$ cat src/rtl/updown_bcd_timer.sv
// Multi-digit up/down BCD timer with prescaler, load/clear, wrap or saturate
// at the boundaries, and 7-segment (active-low) decode of every digit.
module updown_bcd_timer #(
   parameter int DIGITS   = 2,
   parameter int TICK_DIV = 50000000,
   parameter int BLANK_LZ = 0
) (
   input  logic                  clk,
   input  logic                  rst,
   input  logic                  clr,
   input  logic                  en,
   input  logic                  up,
   input  logic                  wrap,
   input  logic                  load,
   input  logic [4*DIGITS-1:0]   load_val,
   output logic [4*DIGITS-1:0]   bcd,
   output logic [7*DIGITS-1:0]   hex,
   output logic                  tc
);

   localparam int PW = (TICK_DIV > 1) ? $clog2(TICK_DIV) : 1;
   localparam logic [PW-1:0] PRESC_MAX = PW'(TICK_DIV - 1);

   logic [PW-1:0]       presc;
   logic                tick;
   logic [4*DIGITS-1:0] inc_val;
   logic [4*DIGITS-1:0] dec_val;
   logic [4*DIGITS-1:0] clamp_val;
   logic                carry;
   logic                borrow;
   logic                seen_nonzero;

   assign tick = en && (presc == PRESC_MAX);

   // Ripple decimal carry/borrow; a carry or borrow out of the top digit marks a boundary.
   always_comb begin
      inc_val   = bcd;
      dec_val   = bcd;
      clamp_val = load_val;
      carry     = 1'b1;
      borrow    = 1'b1;
      for (int i = 0; i < DIGITS; i++) begin
         if (carry) begin
            if (bcd[4*i +: 4] == 4'd9) begin
               inc_val[4*i +: 4] = 4'd0;
            end else begin
               inc_val[4*i +: 4] = bcd[4*i +: 4] + 4'd1;
               carry = 1'b0;
            end
         end
         if (borrow) begin
            if (bcd[4*i +: 4] == 4'd0) begin
               dec_val[4*i +: 4] = 4'd9;
            end else begin
               dec_val[4*i +: 4] = bcd[4*i +: 4] - 4'd1;
               borrow = 1'b0;
            end
         end
         if (load_val[4*i +: 4] > 4'd9) begin
            clamp_val[4*i +: 4] = 4'd9;
         end
      end
   end

   always_ff @(posedge clk or posedge rst) begin
      if (rst) begin
         presc <= '0;
         bcd   <= '0;
         tc    <= 1'b0;
      end else if (clr) begin
         presc <= '0;
         bcd   <= '0;
         tc    <= 1'b0;
      end else begin
         if (en) begin
            presc <= (presc == PRESC_MAX) ? '0 : presc + PW'(1);
         end
         tc <= 1'b0;
         if (load) begin
            bcd <= clamp_val;
         end else if (tick) begin
            // At a boundary, wrap comes for free from the ripple result; saturate holds.
            if (up) begin
               bcd <= (carry && !wrap) ? bcd : inc_val;
               tc  <= carry;
            end else begin
               bcd <= (borrow && !wrap) ? bcd : dec_val;
               tc  <= borrow;
            end
         end
      end
   end

   function automatic logic [6:0] seg7(input logic [3:0] d);
      case (d)
         4'd0:    return 7'b0000001;
         4'd1:    return 7'b1001111;
         4'd2:    return 7'b0010010;
         4'd3:    return 7'b0000110;
         4'd4:    return 7'b1001100;
         4'd5:    return 7'b0100100;
         4'd6:    return 7'b0100000;
         4'd7:    return 7'b0001101;
         4'd8:    return 7'b0000000;
         4'd9:    return 7'b0000100;
         default: return 7'b1111111;
      endcase
   endfunction

   // Scan from the top digit so a zero is blanked only while nothing nonzero sits above it.
   always_comb begin
      hex          = '1;
      seen_nonzero = 1'b0;
      for (int i = DIGITS - 1; i >= 0; i--) begin
         if ((BLANK_LZ != 0) && (i != 0) && !seen_nonzero && (bcd[4*i +: 4] == 4'd0)) begin
            hex[7*i +: 7] = 7'b1111111;
         end else begin
            hex[7*i +: 7] = seg7(bcd[4*i +: 4]);
         end
         if (bcd[4*i +: 4] != 4'd0) begin
            seen_nonzero = 1'b1;
         end
      end
   end

endmodule

$ cat config.mk
export PLATFORM = sky130hd
export DESIGN_NAME = updown_bcd_timer
export DESIGN_NICKNAME = d
export VERILOG_FILES = /design/src/rtl/updown_bcd_timer.sv
export SDC_FILE = /design/constraint.sdc
export NUM_CORES = 1
export LEC_CHECK = 0
export ABC_CLOCK_PERIOD_IN_PS = 5300
export BUFFER_PORTS_ARGS = -buffer_cell sky130_fd_sc_hd__buf_2
export CAP_MARGIN = 20
export CORE_AREA = 2 2 72 74
export DETAILED_ROUTE_END_ITERATION = 8
export DIE_AREA = 0 0 74 76
export PLACE_DENSITY_LB_ADDON = 0.08
export SYNTH_ARGS = -nofsm -noshare
export SYNTH_HDL_FRONTEND = slang
export SYNTH_SLANG_ARGS = --single-unit
$ cat constraint.sdc
create_clock -name clk -period 5.3 [get_ports clk]
set_input_delay 0.265 -clock clk [delete_from_list [all_inputs] [get_ports clk]]
set_output_delay 0.265 -clock clk [all_outputs]
set_load 0.01 [all_outputs]
==> impl_metrics.py, run 1 <==
metrics = {
    "outcome": {
        "status": "completed",
    },
    "setup_path": {
        "worstPathArrival_ns": 2.49,
        "r2r_end": "bcd[2]$_DFFE_PP0P_",
        "cp_max_fo": 9,
        "end_kind": "flop",
        "max_stage_delay_ns": 0.49,
        "required_ns": 5.46,
        "cp.depth": 7,
        "rr_worst_depth": 7,
        "startpoint": "bcd[1]$_DFFE_PP0P_",
        "critPathBufInv": 1,
        "cp_slowest_cell": "dfrtp_1",
        "crit_family": "compound AO/OA/AOI/OAI gates",
        "worstPathCellList": "inv_1 -> ha_1 -> and4b_1 -> a32o_1 -> a2111oi_4 -> or2_2 -> o31ai_1",
        "endpoint": "bcd[2]$_DFFE_PP0P_",
        "path_class": "reg -> reg",
        "r2r-start": "bcd[1]$_DFFE_PP0P_",
        "r2r_slack_ns": 2.98,
        "startpoint_type": "flop",
    },
    "clock_tree": {
        "cts_tree": "yes",
        "htree_levels": 2,
        "cts_resized": 0,
        "post_cts_buffers": 0,
        "cts.sinks": 35,
        "clk_path_buf_depth": 2,
        "cts_buffers": 5,
        "ctsHoldBuffers": 0,
        "cts_root_buffer": "clkbuf_8",
        "clk_pin_slew_ns": 0.07,
        "clock_latency_ns": 0.29,
    },
    "logic_synthesis": {
        "syn_area_um2": 2690,
        "synthMuxAreaShare_pct": 1.12,
        "synth-xor-area-share_pct": 6.84,
        "yosysSeqAreaShare_pct": 32.6,
        "synth_edf_count": 0,
        "synth_top_family_by_area": "simple AND/OR/NAND/NOR gates",
        "synth_compound_area_share_pct": 16.2,
        "synthAdderAreaFrac_pct": 6.51,
        "syn_inst": 327,
        "synth_area_leaders": "dfrtp_1 33%, ha_1 6.5%, nor2_1 6.1%",
        "synth.distinct_cells": 59,
        "synth_top_cell_area_share_pct": 32.6,
        "yosys.area_share.simple_pct": 31.9,
        "synthFlopType": "dfrtp_1",
        "synthArstFlopShare_pct": 100,
        "synth_area_per_cell_um2": 8.23,
        "yosys.area.top_type": "dfrtp_1",
        "syn_nets": 356,
        "yosysWarnings": 0,
        "synth-seq-cells": 35,
    },
    "cells_and_area": {
        "fin_nets": 385,
        "drive_above_1_share_pct": 16.8,
        "final_cell_mix": "44 x nor2_1, 37 x buf_2, 35 x dfrtp_1, 25 x nand2_1, 20 x nand3_1",
        "fillCellCount": 474,
        "layout_commonest_cell": "nor2_1",
        "final_util_pct": 61.1,
        "area_growth_pct": 11.6,
        "num_antenna_cells": 0,
        "postLayoutCellArea_um2": 3000,
    },
    "floorplanning": {
        "initial_utilization_pct": 54.8,
        "dieArea_um2": 5620,
        "rows": 26,
        "coreArea_um2": 4910,
        "chipWidth_um": 74,
        "num_io_pins": 38,
        "fp.dieH_um": 76,
    },
    "timing": {
        "finalCritPeriodShare_pct": 43.9,
        "setup_ws_ns": 2.98,
        "clock_skew_ns": 0.00334,
        "grt_setup_unrepaired": "false",
        "final_max_slew_viol_count": 0,
        "setup_viol": 0,
        "worstMarginPinSlew_ns": 0.691,
        "setup_tns_ns": 0,
        "period_needed_ns": 2.32,
        "fmax_mhz": 430,
        "fin_hold_ws_ns": 0.0634,
        "hold_viol_final": 0,
        "relSlewSlack_pct": 53.7,
    },
    "place": {
        "place_ws_ns": 2.96,
        "placed_area_um2": 2900,
        "io_buffer_count": 37,
        "place.gp.congestion": 0.837,
        "place_hpwl_um": 4250,
    },
    "pwr": {
        "power.density_nw_per_um2": 214,
        "ir_worst_vdd_v": 0.000148,
        "leakage_nw": 1.31,
    },
    "route": {
        "drc": 0,
        "routed_wl_um": 6120,
        "first_pass_iters": 4,
        "postRouteAntennaNets": 0,
        "wire_per_inst_um": 14.3,
        "vias_per_cell": 5.71,
        "initialDrtViolationCount": 159,
        "vias": 2438,
    },
    "global_routing": {
        "grt_usage_pct": 23.3,
        "antenna_found_initial": 0,
        "grt_pass1_vias": 2283,
        "overflow": 0,
        "grt_pass1_wl_um": 10500,
        "grt_max_degree": 36,
    },
    "run": {
        "drv_cap": 0,
    },
    "hold_path": {
        "hold_class": "in -> async",
    },
}
worst min path at each step:
stage | endpoint | slack, ns
after floorplan | bcd[0]$_DFFE_PP0P_ | 0.42
after global placement | tc$_DFF_PP0_ | 0.39
after detailed placement | tc$_DFF_PP0_ | 0.39
after CTS | tc$_DFF_PP0_ | 0.08
after global routing | presc[21]$_DFFE_PP0P_ | 0.14
final | presc[0]$_DFFE_PP0P_ | 0.06
flip-flops by register name, indices dropped and copies added, names as in the netlist:
name,cells
presc,26
tc,1
bcd,8
area by class of cell:
cell class	count	area, µm²	share of cell area [%]
multi-input combinational	259	1680	56.0
tap	70	87.6	2.92
clock buffer	8	100	3.33
inverter	17	63.8	2.13
sequential	35	876	29.2
timing repair buffer	38	193	6.42
cell families after synthesis:
kind of cell	Yosys count
xor+xnor	21
compound gates	63
flops	35
fa+ha+maj	14
buf+inv	33
mux	3
simple gates	158
power breakdown:
part | switching, mW | internal, mW | total (mW)
logic | 0.0826 | 0.0600 | 0.143
registers | 0.0170 | 0.273 | 0.290
clock network | 0.0928 | 0.119 | 0.211
synth_stat cells, types with 4 or more instances:
master and count:
ha_1 14, a21oi_1 16, nor3_1 5, nand4_1 7, a31oi_1 4, o31ai_1 6
inv_1 16, nor2_1 44, dfrtp_1 35, xor2_1 12, xnor2_1 9, clkbuf_1 9
nor4_1 8, nand3_1 20, o21ai_0 14, or2_2 5, nand2_1 25, nand2b_1 4
and3_1 7
stage by stage:
stage | instances | power [mW]
final | 427 | 0.644
after global routing | 427 | 0.685
after CTS | 427 | 0.651
after detailed placement | 419 | 0.438
after global placement | 419 | 0.438
after floorplan | 327 | 0.394
tightest hold or removal path: stages:
cell	delay, ns
buf_2	0.09
inv_1	0.04
buf_4	0.39
metal layers:
layer  up-vias  routed length, µm  share of wire, %  track usage (%)
met2        54               2930                48             36.8
met3        10                264               4.3             3.84
met5         -                  0                 0                0
li1       1241                  -                 -                -
met4         0                100               1.6             8.91
met1      1133               2830                46             31.9
Note: power is estimated with default switching activity, not from simulation.
==> inputs of run 2 (changes only) <==
--- a/config.mk
+++ b/config.mk
@@ -5,12 +5,13 @@
 export SDC_FILE = /design/constraint.sdc
 export NUM_CORES = 1
 export LEC_CHECK = 0
-export ABC_CLOCK_PERIOD_IN_PS = 5300
+export ABC_AREA = 1
+export ABC_CLOCK_PERIOD_IN_PS = 2200
 export BUFFER_PORTS_ARGS = -buffer_cell sky130_fd_sc_hd__buf_2
 export CAP_MARGIN = 20
-export CORE_AREA = 2 2 72 74
+export CORE_AREA = 2 2 73 75
 export DETAILED_ROUTE_END_ITERATION = 8
-export DIE_AREA = 0 0 74 76
+export DIE_AREA = 0 0 75 77
 export PLACE_DENSITY_LB_ADDON = 0.08
 export SYNTH_ARGS = -nofsm -noshare
 export SYNTH_HDL_FRONTEND = slang
==> constraint.sdc (replaced) <==
create_clock -name clk -period 2.2 [get_ports clk]
set_input_delay 0.11 -clock clk [delete_from_list [all_inputs] [get_ports clk]]
set_output_delay 0.11 -clock clk [all_outputs]
set_load 0.01 [all_outputs]
==> run 2 against run 1 <==
Synthesized area rose by 3.0%. Worst setup slack got worse by 2.7 ns. Critical endpoint is now bcd[1]$_DFFE_PP0P_. Critical path depth rose by 2. Largest cell class unchanged.
==> impl_metrics.py, run 2 <==
metrics = {
    "floorplanning": {
        "coreArea_um2": 4980,
        "num_io_pins": 38,
        "chipWidth_um": 75,
        "fp.dieH_um": 77,
        "rows": 26,
        "initial_utilization_pct": 55.7,
        "dieArea_um2": 5780,
    },
    "timing": {
        "relSlewSlack_pct": 60.7,
        "setup_viol": 0,
        "worstMarginPinSlew_ns": 0.583,
        "setup_ws_ns": 0.302,
        "period_needed_ns": 1.90,
        "hold_viol_final": 0,
        "fmax_mhz": 527,
        "fin_hold_ws_ns": 0.177,
        "clock_skew_ns": 0.00388,
        "finalCritPeriodShare_pct": 86.3,
        "final_max_slew_viol_count": 0,
        "setup_tns_ns": 0,
        "grt_setup_unrepaired": "false",
    },
    "logic_synthesis": {
        "yosys.area.top_type": "dfrtp_1",
        "synth_area_leaders": "dfrtp_1 32%, nand2_1 13%, nor2_1 6.8%",
        "syn_inst": 399,
        "yosysMostFrequentCell": "nand2_1",
        "yosysSeqAreaShare_pct": 31.6,
        "synth_top_cell_area_share_pct": 31.6,
        "synth-seq-cells": 35,
        "synthFlopType": "dfrtp_1",
        "synth_common_cells": "99 x nand2_1, 50 x nor2_1, 45 x inv_1, 35 x dfrtp_1, 28 x nand3_1",
        "synth_area_per_cell_um2": 6.94,
        "synth_edf_count": 0,
        "synth.distinct_cells": 42,
        "syn_area_um2": 2770,
        "synthArstFlopShare_pct": 100,
        "yosysWarnings": 0,
        "syn_nets": 428,
    },
    "setup_path": {
        "r2r-start": "bcd[0]$_DFFE_PP0P_",
        "required_ns": 2.37,
        "r2r_slack_ns": 0.30,
        "max_stage_delay_ns": 0.48,
        "r2r_end": "bcd[1]$_DFFE_PP0P_",
        "worstPathCellList": "inv_1 -> ha_1 -> inv_1 -> nor3_2 -> nand3_1 -> a21oi_2 -> a21oi_4 -> nand2_1 -> o21ai_0",
        "end_kind": "flop",
        "rr_worst_depth": 9,
        "endpoint": "bcd[1]$_DFFE_PP0P_",
        "cp_slowest_cell": "dfrtp_1",
        "cp_common_cell": "inv_1",
        "worstPathArrival_ns": 2.07,
        "cp_max_fo": 9,
        "path_class": "reg -> reg",
        "startpoint": "bcd[0]$_DFFE_PP0P_",
        "startpoint_type": "flop",
    },
    "cells_and_area": {
        "layout_commonest_cell": "nand2_1",
        "area_growth_pct": 12.2,
        "fin_nets": 469,
        "regMostFlops": "presc",
        "final_cell_mix": "99 x nand2_1, 50 x nor2_1, 45 x inv_1, 37 x buf_2, 35 x dfrtp_1",
        "multiInputGateArea_um2": 1670,
        "num_antenna_cells": 0,
        "drive_above_1_share_pct": 17.1,
        "seqCellArea_um2": 876,
        "largest_reg_flops": 26,
        "fillCellCount": 473,
        "postLayoutCellArea_um2": 3110,
        "final_util_pct": 62.4,
        "finalNonFillerCells": 509,
        "reg.largest.list": "presc (26), bcd (8), tc (1)",
    },
    "clock_tree": {
        "cts_buffers": 5,
        "post_cts_buffers": 0,
        "htree_levels": 2,
        "clk_path_buf_depth": 2,
        "cts.sinks": 35,
        "clk_pin_slew_ns": 0.06,
        "clock_latency_ns": 0.29,
        "cts_root_buffer": "clkbuf_8",
        "cts_tree": "yes",
        "ctsHoldBuffers": 1,
        "cts_resized": 0,
    },
    "route": {
        "routed_wl_um": 6250,
        "initialDrtViolationCount": 155,
        "wire_per_inst_um": 12.3,
        "drc": 0,
        "vias": 2695,
        "first_pass_iters": 4,
        "postRouteAntennaNets": 0,
        "vias_per_cell": 5.29,
    },
    "pwr": {
        "leakage_nw": 1.58,
        "ir_worst_vdd_v": 0.000290,
        "power_mw": 1.72,
        "power.density_nw_per_um2": 555,
    },
    "place": {
        "place.gp.congestion": 0.862,
        "placed_area_um2": 3030,
        "io_buffer_count": 37,
        "placedCellCount": 502,
        "place_hpwl_um": 4700,
        "place_ws_ns": 0.333,
    },
    "run": {
        "drv_cap": 0,
    },
    "global_routing": {
        "grt_usage_pct": 23.6,
        "overflow": 0,
        "antenna_found_initial": 0,
        "grt_max_degree": 36,
        "grt_pass1_vias": 2439,
        "grt_pass1_wl_um": 10800,
    },
    "hold_path": {
        "hold_class": "in -> reg",
    },
    "outcome": {
        "status": "completed",
    },
}
[run 2: metal layers]
layer  wire length [µm]  GRT usage [%]
met1               2880           32.5
met4                111           8.21
met5                  0              0
met3                228           3.42
met2               3040           37.3
[run 2: report_power, final]
part	leakage, nW	switching [mW]	internal [mW]
sequential	0.479	0.0580	0.679
clock	0.0371	0.217	0.211
combinational	1.06	0.346	0.214
[run 2: layout make-up]
type	instances	share of cell area (%)
Timing Repair Buffer	41	7.00
Multi-Input combinational cell	308	53.7
Tap cell	70	2.82
Clock buffer	6	2.33
Inverter	49	5.92
Sequential cell	35	28.2
[run 2: logic make-up after synthesis]
logic type               share of synthesized area (%)
AO/OA/AOI/OAI                                     10.7
XOR/XNOR                                          2.85
adder cells (fa/ha/maj)                           6.32
buffers and inverters                             8.08
flip-flops                                        31.6
AND/OR/NAND/NOR                                   40.4
[run 2: worst min path at each step]
stage | start | end | slack (ns) | depth (start not counted)
after floorplan | rst | bcd[0]$_DFFE_PP0P_ | 0.26 | 1
after global placement | rst | presc[19]$_DFFE_PP0P_ | 0.23 | 3
after detailed placement | rst | presc[25]$_DFFE_PP0P_ | 0.25 | 3
after CTS | en | presc[0]$_DFFE_PP0P_ | 0.18 | 3
after global routing | en | presc[0]$_DFFE_PP0P_ | 0.17 | 3
final | en | presc[0]$_DFFE_PP0P_ | 0.18 | 3
[run 2: worst max-delay path, delay by kind of cell (launching register included)]
family | cells | cell delay [ns]
AOI/OAI and AO/OA | 3 | 0.38
buffers and inverters | 2 | 0.23
and+or+nand+nor | 3 | 0.47
adders and majority gates | 1 | 0.21
DFF | 1 | 0.48
